### src/rtl/qinj_pkg.sv
// Shared types and default sizes for the charge-injection pulse scheduler.
// Optional pulse counter is enabled with the QINJ_PULSE_COUNT_EN macro.
package qinj_pkg;

    localparam int PHASE_W      = 8;
    localparam int DEF_DELAY_W  = 8;
    localparam int DEF_NPULSE_W = 4;
    localparam int DEF_GAP_W    = 8;
    localparam int DEF_CNT_W    = 16;

    typedef enum logic [1:0] {
        IDLE   = 2'd0,
        DELAY  = 2'd1,
        ACTIVE = 2'd2,
        GAP    = 2'd3
    } qinj_state_t;

    function automatic int maxWidth(input int a, input int b);
        return (a > b) ? a : b;
    endfunction

endpackage

### src/rtl/qinj_pulse_sched_if.sv
// Control/status bundle between a trigger source (master) and the scheduler (slave).
// pulseCount/cntClear exist only when QINJ_PULSE_COUNT_EN is defined.
interface qinj_pulse_sched_if #(
    parameter int DELAY_W  = qinj_pkg::DEF_DELAY_W,
    parameter int NPULSE_W = qinj_pkg::DEF_NPULSE_W,
    parameter int GAP_W    = qinj_pkg::DEF_GAP_W
`ifdef QINJ_PULSE_COUNT_EN
   ,parameter int CNT_W    = qinj_pkg::DEF_CNT_W
`endif
) ();
    import qinj_pkg::*;

    logic                enable;
    logic                trig;
    logic [PHASE_W-1:0]  phaseMask;
    logic [DELAY_W-1:0]  delay;
    logic [NPULSE_W-1:0] nPulses;
    logic [GAP_W-1:0]    gap;
    logic [PHASE_W-1:0]  s;
    logic                busy;
    logic                done;
    logic                trigDropped;
`ifdef QINJ_PULSE_COUNT_EN
    logic [CNT_W-1:0]    pulseCount;
    logic                cntClear;

    modport master (
        output enable, trig, phaseMask, delay, nPulses, gap, cntClear,
        input  s, busy, done, trigDropped, pulseCount
    );
    modport slave (
        input  enable, trig, phaseMask, delay, nPulses, gap, cntClear,
        output s, busy, done, trigDropped, pulseCount
    );
`else
    modport master (
        output enable, trig, phaseMask, delay, nPulses, gap,
        input  s, busy, done, trigDropped
    );
    modport slave (
        input  enable, trig, phaseMask, delay, nPulses, gap,
        output s, busy, done, trigDropped
    );
`endif

endinterface

### src/rtl/qinj_downcnt.sv
// Loadable down-counter with zero flag; holds at zero instead of wrapping.
module qinj_downcnt #(
    parameter int W = 8
) (
    input  logic         i_clk,
    input  logic         i_rst,
    input  logic         i_load,
    input  logic [W-1:0] i_loadVal,
    input  logic         i_dec,
    output logic         o_zero
);

    logic [W-1:0] r_count;

    always_ff @(posedge i_clk or posedge i_rst) begin
        if (i_rst) begin
            r_count <= '0;
        end else if (i_load) begin
            r_count <= i_loadVal;
        end else if (i_dec && (r_count != '0)) begin
            r_count <= r_count - W'(1);
        end
    end

    assign o_zero = (r_count == '0);

endmodule

### src/rtl/qinj_pulse_sched.sv
// CLK40M scheduler driving the 320 MHz phase-select bus with delayed pulse bursts.
// Define QINJ_PULSE_COUNT_EN to add the saturating issued-window counter.
module qinj_pulse_sched
    import qinj_pkg::*;
#(
    parameter int DELAY_W  = DEF_DELAY_W,
    parameter int NPULSE_W = DEF_NPULSE_W,
    parameter int GAP_W    = DEF_GAP_W
`ifdef QINJ_PULSE_COUNT_EN
   ,parameter int CNT_W    = DEF_CNT_W
`endif
) (
    input  logic              CLK40M,
    input  logic              RST,
    qinj_pulse_sched_if.slave bus
);

    localparam int TMR_W = maxWidth(DELAY_W, GAP_W);

    qinj_state_t         r_state;
    logic [PHASE_W-1:0]  r_mask;
    logic [GAP_W-1:0]    r_gap;
    logic [PHASE_W-1:0]  r_s;
    logic                r_busy;
    logic                r_finish;
    logic                r_done;
    logic                r_trigDropped;

    logic                w_tmrLoad;
    logic [TMR_W-1:0]    w_tmrVal;
    logic                w_tmrDec;
    logic                w_tmrZero;
    logic                w_pulLoad;
    logic [NPULSE_W-1:0] w_pulVal;
    logic                w_pulDec;
    logic                w_pulZero;

    // The remaining-pulse counter holds windows still owed after the current one,
    // so a zero flag in ACTIVE marks the final window.
    always_comb begin
        w_tmrLoad = 1'b0;
        w_tmrVal  = '0;
        w_tmrDec  = 1'b0;
        w_pulLoad = 1'b0;
        w_pulVal  = '0;
        w_pulDec  = 1'b0;
        if (bus.enable) begin
            case (r_state)
                IDLE: begin
                    if (bus.trig) begin
                        w_pulLoad = 1'b1;
                        w_pulVal  = (bus.nPulses == '0) ? '0 : bus.nPulses - NPULSE_W'(1);
                        if (bus.delay != '0) begin
                            w_tmrLoad = 1'b1;
                            w_tmrVal  = TMR_W'(bus.delay - DELAY_W'(1));
                        end
                    end
                end
                DELAY, GAP: w_tmrDec = 1'b1;
                ACTIVE: begin
                    if (!w_pulZero) begin
                        w_pulDec = 1'b1;
                        if (r_gap != '0) begin
                            w_tmrLoad = 1'b1;
                            w_tmrVal  = TMR_W'(r_gap - GAP_W'(1));
                        end
                    end
                end
                default: ;
            endcase
        end
    end

    qinj_downcnt #(.W(TMR_W)) u_timer (
        .i_clk     (CLK40M),
        .i_rst     (RST),
        .i_load    (w_tmrLoad),
        .i_loadVal (w_tmrVal),
        .i_dec     (w_tmrDec),
        .o_zero    (w_tmrZero)
    );

    qinj_downcnt #(.W(NPULSE_W)) u_pulses (
        .i_clk     (CLK40M),
        .i_rst     (RST),
        .i_load    (w_pulLoad),
        .i_loadVal (w_pulVal),
        .i_dec     (w_pulDec),
        .o_zero    (w_pulZero)
    );

    // Outputs are registered from the current state, so the visible window trails
    // the internal ACTIVE cycle by one edge; done trails the return to IDLE likewise.
    always_ff @(posedge CLK40M or posedge RST) begin
        if (RST) begin
            r_state       <= IDLE;
            r_mask        <= '0;
            r_gap         <= '0;
            r_s           <= '0;
            r_busy        <= 1'b0;
            r_finish      <= 1'b0;
            r_done        <= 1'b0;
            r_trigDropped <= 1'b0;
        end else begin
            r_s           <= (r_state == ACTIVE && bus.enable) ? r_mask : '0;
            r_busy        <= (r_state != IDLE) && bus.enable;
            r_finish      <= (r_state == ACTIVE) && bus.enable && w_pulZero;
            r_done        <= r_finish;
            r_trigDropped <= bus.trig && bus.enable && (r_state != IDLE);
            if (!bus.enable) begin
                r_state <= IDLE;
            end else begin
                case (r_state)
                    IDLE: begin
                        if (bus.trig) begin
                            r_mask  <= bus.phaseMask;
                            r_gap   <= bus.gap;
                            r_state <= (bus.delay != '0) ? DELAY : ACTIVE;
                        end
                    end
                    DELAY: begin
                        if (w_tmrZero) r_state <= ACTIVE;
                    end
                    ACTIVE: begin
                        if (w_pulZero)          r_state <= IDLE;
                        else if (r_gap != '0)   r_state <= GAP;
                        else                    r_state <= ACTIVE;
                    end
                    GAP: begin
                        if (w_tmrZero) r_state <= ACTIVE;
                    end
                    default: r_state <= IDLE;
                endcase
            end
        end
    end

    assign bus.s           = r_s;
    assign bus.busy        = r_busy;
    assign bus.done        = r_done;
    assign bus.trigDropped = r_trigDropped;

`ifdef QINJ_PULSE_COUNT_EN
    logic [CNT_W-1:0] r_pulseCount;

    // Counts on the same edge that presents a window; clear beats increment.
    always_ff @(posedge CLK40M or posedge RST) begin
        if (RST) begin
            r_pulseCount <= '0;
        end else if (bus.cntClear) begin
            r_pulseCount <= '0;
        end else if (r_state == ACTIVE && bus.enable && r_pulseCount != '1) begin
            r_pulseCount <= r_pulseCount + CNT_W'(1);
        end
    end

    assign bus.pulseCount = r_pulseCount;
`endif

endmodule

### src/flat_wrapper.sv
// flat-port wrapper written by rule: the top's interface ports become plain ports
module qinj_pulse_sched_flat import qinj_pkg::*;
#(
    parameter int DELAY_W  = DEF_DELAY_W,
    parameter int NPULSE_W = DEF_NPULSE_W,
    parameter int GAP_W    = DEF_GAP_W

)
  (CLK40M, RST, bus_enable, bus_trig, bus_phaseMask, bus_delay, bus_nPulses, bus_gap, bus_s, bus_busy, bus_done, bus_trigDropped);
  qinj_pulse_sched_if #(.DELAY_W(DELAY_W), .NPULSE_W(NPULSE_W), .GAP_W(GAP_W)) bus_i ();
  input  logic CLK40M;
  input  logic RST;
  input wire logic [$bits(bus_i.enable)-1:0] bus_enable;
  input wire logic [$bits(bus_i.trig)-1:0] bus_trig;
  input wire logic [$bits(bus_i.phaseMask)-1:0] bus_phaseMask;
  input wire logic [$bits(bus_i.delay)-1:0] bus_delay;
  input wire logic [$bits(bus_i.nPulses)-1:0] bus_nPulses;
  input wire logic [$bits(bus_i.gap)-1:0] bus_gap;
  output wire logic [$bits(bus_i.s)-1:0] bus_s;
  output wire logic [$bits(bus_i.busy)-1:0] bus_busy;
  output wire logic [$bits(bus_i.done)-1:0] bus_done;
  output wire logic [$bits(bus_i.trigDropped)-1:0] bus_trigDropped;
  assign bus_i.enable = bus_enable;
  assign bus_i.trig = bus_trig;
  assign bus_i.phaseMask = bus_phaseMask;
  assign bus_i.delay = bus_delay;
  assign bus_i.nPulses = bus_nPulses;
  assign bus_i.gap = bus_gap;
  assign bus_s = bus_i.s;
  assign bus_busy = bus_i.busy;
  assign bus_done = bus_i.done;
  assign bus_trigDropped = bus_i.trigDropped;
  qinj_pulse_sched #(.DELAY_W(DELAY_W), .NPULSE_W(NPULSE_W), .GAP_W(GAP_W)) u_core (.CLK40M(CLK40M), .RST(RST), .bus(bus_i));
endmodule
### config.mk
export PLATFORM = sky130hd
export DESIGN_NAME = qinj_pulse_sched_flat
export DESIGN_NICKNAME = d
export VERILOG_FILES = /design/src/rtl/qinj_pkg.sv /design/src/rtl/qinj_pulse_sched_if.sv /design/src/rtl/qinj_downcnt.sv /design/src/rtl/qinj_pulse_sched.sv /design/src/flat_wrapper.sv
export SDC_FILE = /design/constraint.sdc
export NUM_CORES = 1
export LEC_CHECK = 0
export CAP_MARGIN = 0
export CORE_MARGIN = 4
export CORE_UTILIZATION = 25
export CTS_CLUSTER_DIAMETER = 40
export DETAILED_ROUTE_END_ITERATION = 10
export PLACE_DENSITY = 0.57
export SLEW_MARGIN = 10
export SYNTH_ARGS = -nofsm -noshare
export SYNTH_HDL_FRONTEND = slang
export SYNTH_SLANG_ARGS = --single-unit
### constraint.sdc
create_clock -name CLK40M -period 2.2 [get_ports CLK40M]
set_clock_uncertainty 0.05 [all_clocks]
set_input_delay 0.44 -clock CLK40M [delete_from_list [all_inputs] [get_ports CLK40M]]
set_output_delay 0.44 -clock CLK40M [all_outputs]
set_load 0.02 [all_outputs]
==> run_results.csv, run 1 <==
group,metric,value,unit
synthesis,synthArstFlopShare,1.000,
synthesis,synth.avg_cell_area,10.47,um^2
drt,wl_per_cell,13.08,um
synthesis,ys.flop_type,"dfrtp_1",
synthesis,ys_ff_latch,42,
drt,drc,0,
synthesis,syn_area,2292,um^2
cts,clock_sinks,42,
worst_setup_path,cp_max_fo,5,
sta,slew_headroom,0.6381,
cts,cts_tree,"done",
grt,antenna_found_initial,0,
grt,gr-total-overflow,0,
synthesis,yosys.cell_types.count,42,
placed_design,dpl.hpwl,4084,um
final_layout,drive_above_1_share,0.2203,
min_path,hold_path.class,"flip-flop to flip-flop",
die,die_h,103.8,um
placed_design,place_ws,-361.1,ps
drt,drt_iter0_drc,84,
final_layout,nNetsFinal,335,
power_and_ir_drop,p_leak,0.001393,uW
drt,vias,1826,
worst_setup_path,max_stage_delay,590,ps
sta,fmax,472.2,MHz
final_layout,diodes,0,
die,die-area,10770,um^2
final_layout,syn_to_final_growth,40.50,%
sta,period_needed,2118,ps
sta,fin_ws,82.04,ps
synthesis,synth_nets,260,
worst_setup_path,critPathSlowestCell,"or4_4",
sta,post-route-period-util,0.9627,
die,start_util,0.2603,
drt,postRouteAntennaNets,0,
cts,htreeDepth,2,
worst_setup_path,critPathLaunchType,"input pin",
power_and_ir_drop,irDropWorstVdd,0.3848,mV
cts,numCtsBuffers,5,
sta,slew_violations,0,
sta,setup-tns-final,0,ps
grt,grt_first_pass_wirelength,8825,um
drt,firstDrtPassIters,4,
placed_design,gp_congestion,0.7740,
sta,finalHoldViolations,0,
grt,grt_use_total,0.1004,
grt,grt_pass1_vias,1842,
job,maxCapViolations,0,
placed_design,port_buffers,42,
worst_setup_path,crit_chain,"clkdlybuf4s50_1, or4_4, o21a_1, o21ai_0, a21oi_2, a221o_1",
die,core_area,8806,um^2
die,die-width,103.8,um
synthesis,ys_seq_area_frac,0.4585,
worst_setup_path,worst-endpoint-required,2340,ps
outcome,status,"finished, final reports clean",
worst_setup_path,worst-endpoint-arrival,2250,ps
sta,setup_violations,0,
cts,clk_pin_slew,90,ps
power_and_ir_drop,power_density,1109,nW/um^2
drt,drt-total-wl,5270,um
die,fp-row-count,34,
cts,clkLatencyLatePin,290,ps
drt,viasPerCell,4.531,
die,num_io_pins,43,
worst_setup_path,crit_path_end_kind,"flip-flop",
grt,grt_max_degree,43,
cts,clk_path_buf_depth,2,
cts,ctsHoldBuffers,0,
synthesis,syn_inst,219,
sta,worst_pin_slew,542.8,ps
synthesis,synth_edf_count,0,
worst_setup_path,timing_worst_setup_path_type,"input pin to flip-flop",
sta,rsz0062_at_grt,"no",
synthesis,yosys_warnings,0,
cts,cts_root_buf,"clkbuf_8",
## per-layer routing
layer | vias to the layer above | global-route usage | routed length, um
met5 | - | 0 | 0
met3 | 6 | 0.02239 | 188
met2 | 29 | 0.1664 | 2511
met4 | 0 | 0.03704 | 84
met1 | 864 | 0.1284 | 2486
li1 | 927 | - | -
## cells in the mapped netlist (7+ instances only)
cell     count  area share
a21oi_1     10       0.022
and2_1      10       0.027
dfrtp_1     42        0.46
ha_1         9       0.049
inv_1       17       0.028
mux2_2      14       0.069
nand2_1     11       0.018
nor2_1      13       0.021
nor3_1       7       0.015
nor3b_1      8       0.026
o21ai_0      8       0.017
xnor2_1     12       0.046
## kinds of logic after synthesis
family,Yosys count,synth area share
and+or+nand+nor,74,0.1905
DFF,42,0.4585
AOI/OAI and AO/OA,41,0.1256
buffers and inverters,22,0.04039
muxes,18,0.08624
xor gates and xnor gates,13,0.04967
adders and majority gates,9,0.04913
## sequential cells by signal, summed over array words and instances, names as in the netlist, 2 cells and up
signal                   flops
u_core.r_gap                 8
u_core.u_timer.r_count       8
u_core.r_mask                8
u_core.bus.s                 8
u_core.u_pulses.r_count      4
u_core.r_state               2
## report_power, final
part | leakage, uW | switching [uW] | total (uW) | internal (uW)
combinational | 0.000796 | 696 | 1500 | 806
sequential | 0.000529 | 256 | 1330 | 1080
clock | 0.0000683 | 283 | 738 | 455
## final timing paths
kind | from | to | depth (start not counted) | slack, ps
min reg2reg | u_core.r_finish | u_core.bus.done | 0 | 310
min in group asynchronous | RST | u_core.bus.s[0] | 3 | 530
max reg2reg | u_core.r_gap[1] | u_core.u_timer.r_count[1] | 7 | 180
min | u_core.r_finish | u_core.bus.done | 0 | 310
max in group asynchronous | RST | u_core.r_gap[7] | 3 | 1190
max | bus_delay[3] | u_core.u_timer.r_count[6] | 6 | 80
## area by class of cell
cell class | count | area, um^2
Timing Repair Buffer | 73 | 653.1
Multi-Input combinational cell | 155 | 1180
Inverter | 17 | 63.81
Clock inverter | 3 | 68.82
Clock buffer | 5 | 68.82
Tap cell | 108 | 135.1
Fill cell | 884 | 5585
Sequential cell | 42 | 1051
## through the flow
stage	hold WS, ps	power [uW]	instance area, um^2	std cells	util
2_1_floorplan	281.2	2268	2292	219	-
3_3_place_gp	287.2	2801	3052	393	0.3465
5_1_grt	338.5	3851	3221	403	0.3657
4_1_cts	311.1	3586	3191	401	0.3623
6_report	310.4	3572	3221	403	0.3657
3_5_place_dp	291.8	2832	3052	393	0.3465
## critical path, delay by kind of cell
| kind | cells | cell delay (ps) |
|---|---|---|
| buffers and inverters | 1 | 410 |
| AND/OR/NAND/NOR | 1 | 590 |
| AO/OA/AOI/OAI | 4 | 810 |
## cell usage in the layout, fill, tap and decap left out, types with 3 or more instances in the layout
master,netlist,layout
and2_1,10,9
clkbuf_8,0,5
a21oi_1,10,10
xnor2_1,12,12
nor3_1,7,7
mux2i_1,4,4
inv_1,17,17
o211ai_1,3,3
o21ai_0,8,8
dfrtp_1,42,42
nor4_1,4,4
o22ai_1,3,3
or4_4,2,3
nor2_1,13,13
clkdlybuf4s50_1,0,42
buf_4,0,31
o221ai_1,3,3
nor3b_1,8,8
nor2b_1,3,3
nand2_1,11,11
mux2_2,14,14
ha_1,9,9
## what timing repair did
action	4_1_cts	5_1_grt
cloned	0	0
resized for setup	1	5
pin swaps	0	1
setup buffers	0	2
setup endpoints to repair	1	6
Power figures use the tool's default switching activity.
==> inputs of run 2 (changes only) <==
--- a/config.mk
+++ b/config.mk
@@ -10,6 +10,7 @@
 export CORE_UTILIZATION = 25
 export CTS_CLUSTER_DIAMETER = 40
 export DETAILED_ROUTE_END_ITERATION = 10
+export GPL_TIMING_DRIVEN = 0
 export PLACE_DENSITY = 0.57
 export SLEW_MARGIN = 10
 export SYNTH_ARGS = -nofsm -noshare
==> run 2 against run 1 <==
Clock power is 19% lower; wire length fell by 2.2%; power fell by 6.6%; first-iteration DRC count down 33%; core utilization fell by 1.7 points; sequential share of layout area grew 1.6 points; highest routed layer unchanged.
==> run_results.csv, run 2 (synthesis gave the netlist of run 1 again) <==
group,metric,value,unit
outcome,status,"finished, final reports clean",
worst_setup_path,crit_family,"buffers and inverters",
final_layout,syn_to_final_growth,33.79,%
die,num_io_pins,43,
min_path,hold_path.class,"flip-flop to flip-flop",
worst_setup_path,critPathSlowestCell,"clkdlybuf4s50_1",
drt,wl_per_cell,13.39,um
die,die-area,10770,um^2
sta,timing.hold.ws,305.9,ps
final_layout,nNetsFinal,317,
cts,cts_tree,"done",
worst_setup_path,crit_chain,"clkdlybuf4s50_1, nor4bb_2, buf_4, o21ai_4, buf_4, nand3b_1, o221ai_1, mux2_2",
power_and_ir_drop,p_leak,0.001324,uW
grt,grt_use_total,0.09812,
placed_design,dpl.hpwl,3934,um
worst_setup_path,worst-endpoint-required,2330,ps
cts,numCtsBuffers,5,
die,die-width,103.8,um
power_and_ir_drop,power_density,1087,nW/um^2
drt,vias,1789,
final_layout,final_common_cell,"dfrtp_1",
grt,antenna_found_initial,0,
worst_setup_path,timing_worst_setup_path_type,"input pin to flip-flop",
power_and_ir_drop,finalPower,3335,uW
cts,clock_sinks,42,
sta,fmax,481.0,MHz
cts,clk_path_buf_depth,2,
sta,slew_violations,0,
worst_setup_path,critPathLaunchType,"input pin",
drt,drt-total-wl,5155,um
sta,setup-tns-final,0,ps
cts,clkLatencyLatePin,290,ps
drt,viasPerCell,4.647,
worst_setup_path,crit_buf_inv,3,
drt,drt_iter0_drc,56,
grt,grt_pass1_vias,1803,
worst_setup_path,worst-endpoint-arrival,2210,ps
placed_design,port_buffers,42,
sta,setup_violations,0,
sta,finalHoldViolations,0,
grt,grt_max_degree,26,
placed_design,gp_congestion,0.8116,
die,die_h,103.8,um
drt,drc,0,
drt,postRouteAntennaNets,0,
drt,firstDrtPassIters,4,
worst_setup_path,cp_num_cells,8,
final_layout,diodes,0,
die,start_util,0.2603,
sta,period_needed,2079,ps
power_and_ir_drop,irDropWorstVdd,0.3400,mV
cts,clk_pin_slew,80,ps
grt,gr-total-overflow,0,
die,fp-row-count,34,
final_layout,nFillCells,883,
die,core_area,8806,um^2
min_path,whs_path_depth,0,
final_layout,drive_above_1_share,0.1697,
worst_setup_path,crit_path_frequent_cell,"buf_4",
cts,cts_root_buf,"clkbuf_8",
sta,worst_pin_slew,582.1,ps
final_layout,final_cell_mix,"42 x dfrtp_1, 35 x clkdlybuf4s50_1, 14 x inv_1, 14 x mux2_2, 13 x nor2_1",
grt,grt_first_pass_wirelength,8556,um
worst_setup_path,crit_path_end_kind,"flip-flop",
cts,htreeDepth,2,
job,maxCapViolations,0,
worst_setup_path,cp_max_fo,8,
sta,rsz0062_at_grt,"no",
worst_setup_path,max_stage_delay,550,ps
sta,slew_headroom,0.6084,
sta,post-route-period-util,0.9450,
worst_setup_path,reg2reg_depth,7,
cts,ctsHoldBuffers,0,
## run 2: cell count changes in the layout (fill, tap and decap cells not counted), sizes merged
| cell | delta |
|---|---|
| buf | -21 |
| clkdlybuf4s50 | -7 |
| clkbuf | +3 |
| bufinv | -1 |
| dlygate4sd2 | +3 |
| clkinv | +1 |
| dlymetal6s2s | +4 |
## run 2: through the flow
stage	area (um^2)	setup slack [ps]	std cells	utilization
6_report	3067	120.9	385	0.3483
5_1_grt	3067	9.962	385	0.3483
4_1_cts	3018	6.857	382	0.3427
3_5_place_dp	2868	-570.9	370	0.3257
3_3_place_gp	2848	-551.1	369	0.3234
2_1_floorplan	2292	155.7	219	-
## run 2: cell type report
type | count | area [um^2] | share of cell area
Clock buffer | 5 | 68.82 | 0.02244
Tap cell | 108 | 135.1 | 0.04406
Clock inverter | 3 | 40.04 | 0.01306
Inverter | 17 | 63.81 | 0.02081
Timing Repair Buffer | 50 | 499.2 | 0.1628
Buffer | 5 | 33.78 | 0.01102
Multi-Input combinational cell | 155 | 1175 | 0.3831
Sequential cell | 42 | 1051 | 0.3427
## run 2: metal layers
| metal | up-vias | GRT usage | routed length [um] |
|---|---|---|---|
| met1 | 856 | 0.1216 | 2375 |
| met3 | 6 | 0.02177 | 175 |
| li1 | 893 | - | - |
| met5 | - | 0 | 0 |
| met2 | 34 | 0.1654 | 2512 |
| met4 | 0 | 0.03989 | 91 |
## run 2: power breakdown
part / internal, uW / switching (uW) / leakage [uW]
clock network: 334 / 263 / 0.0000579
registers: 1080 / 261 / 0.000529
logic: 736 / 664 / 0.000737
## run 2: repair_timing
item | 4_1_cts | 5_1_grt
gates resized for setup | 7 | 10
setup buffers | 4 | 3
pin swaps | 3 | 4
endpoints found under the setup margin | 12 | 12
endpoints found under the hold margin | 0 | 0
## run 2: worst register-to-register path, stage by stage, from the launching register on
cell,delay (ps)
dfrtp_1,380
inv_1,90
ha_1,200
or3b_2,520
o211ai_1,180
o221ai_1,170
a21oi_1,170
and3b_1,190
## run 2: worst paths after layout
path | startpoint | end | slack, ps
setup reg to reg | u_core.u_pulses.r_count[0] | u_core.u_timer.r_count[2] | 150
max in group asynchronous | RST | u_core.r_gap[0] | 1230
setup / recovery | bus_trig | u_core.u_timer.r_count[1] | 120
hold / removal | u_core.r_finish | u_core.bus.done | 310
min in group asynchronous | RST | u_core.bus.s[0] | 400
hold reg to reg | u_core.r_finish | u_core.bus.done | 310
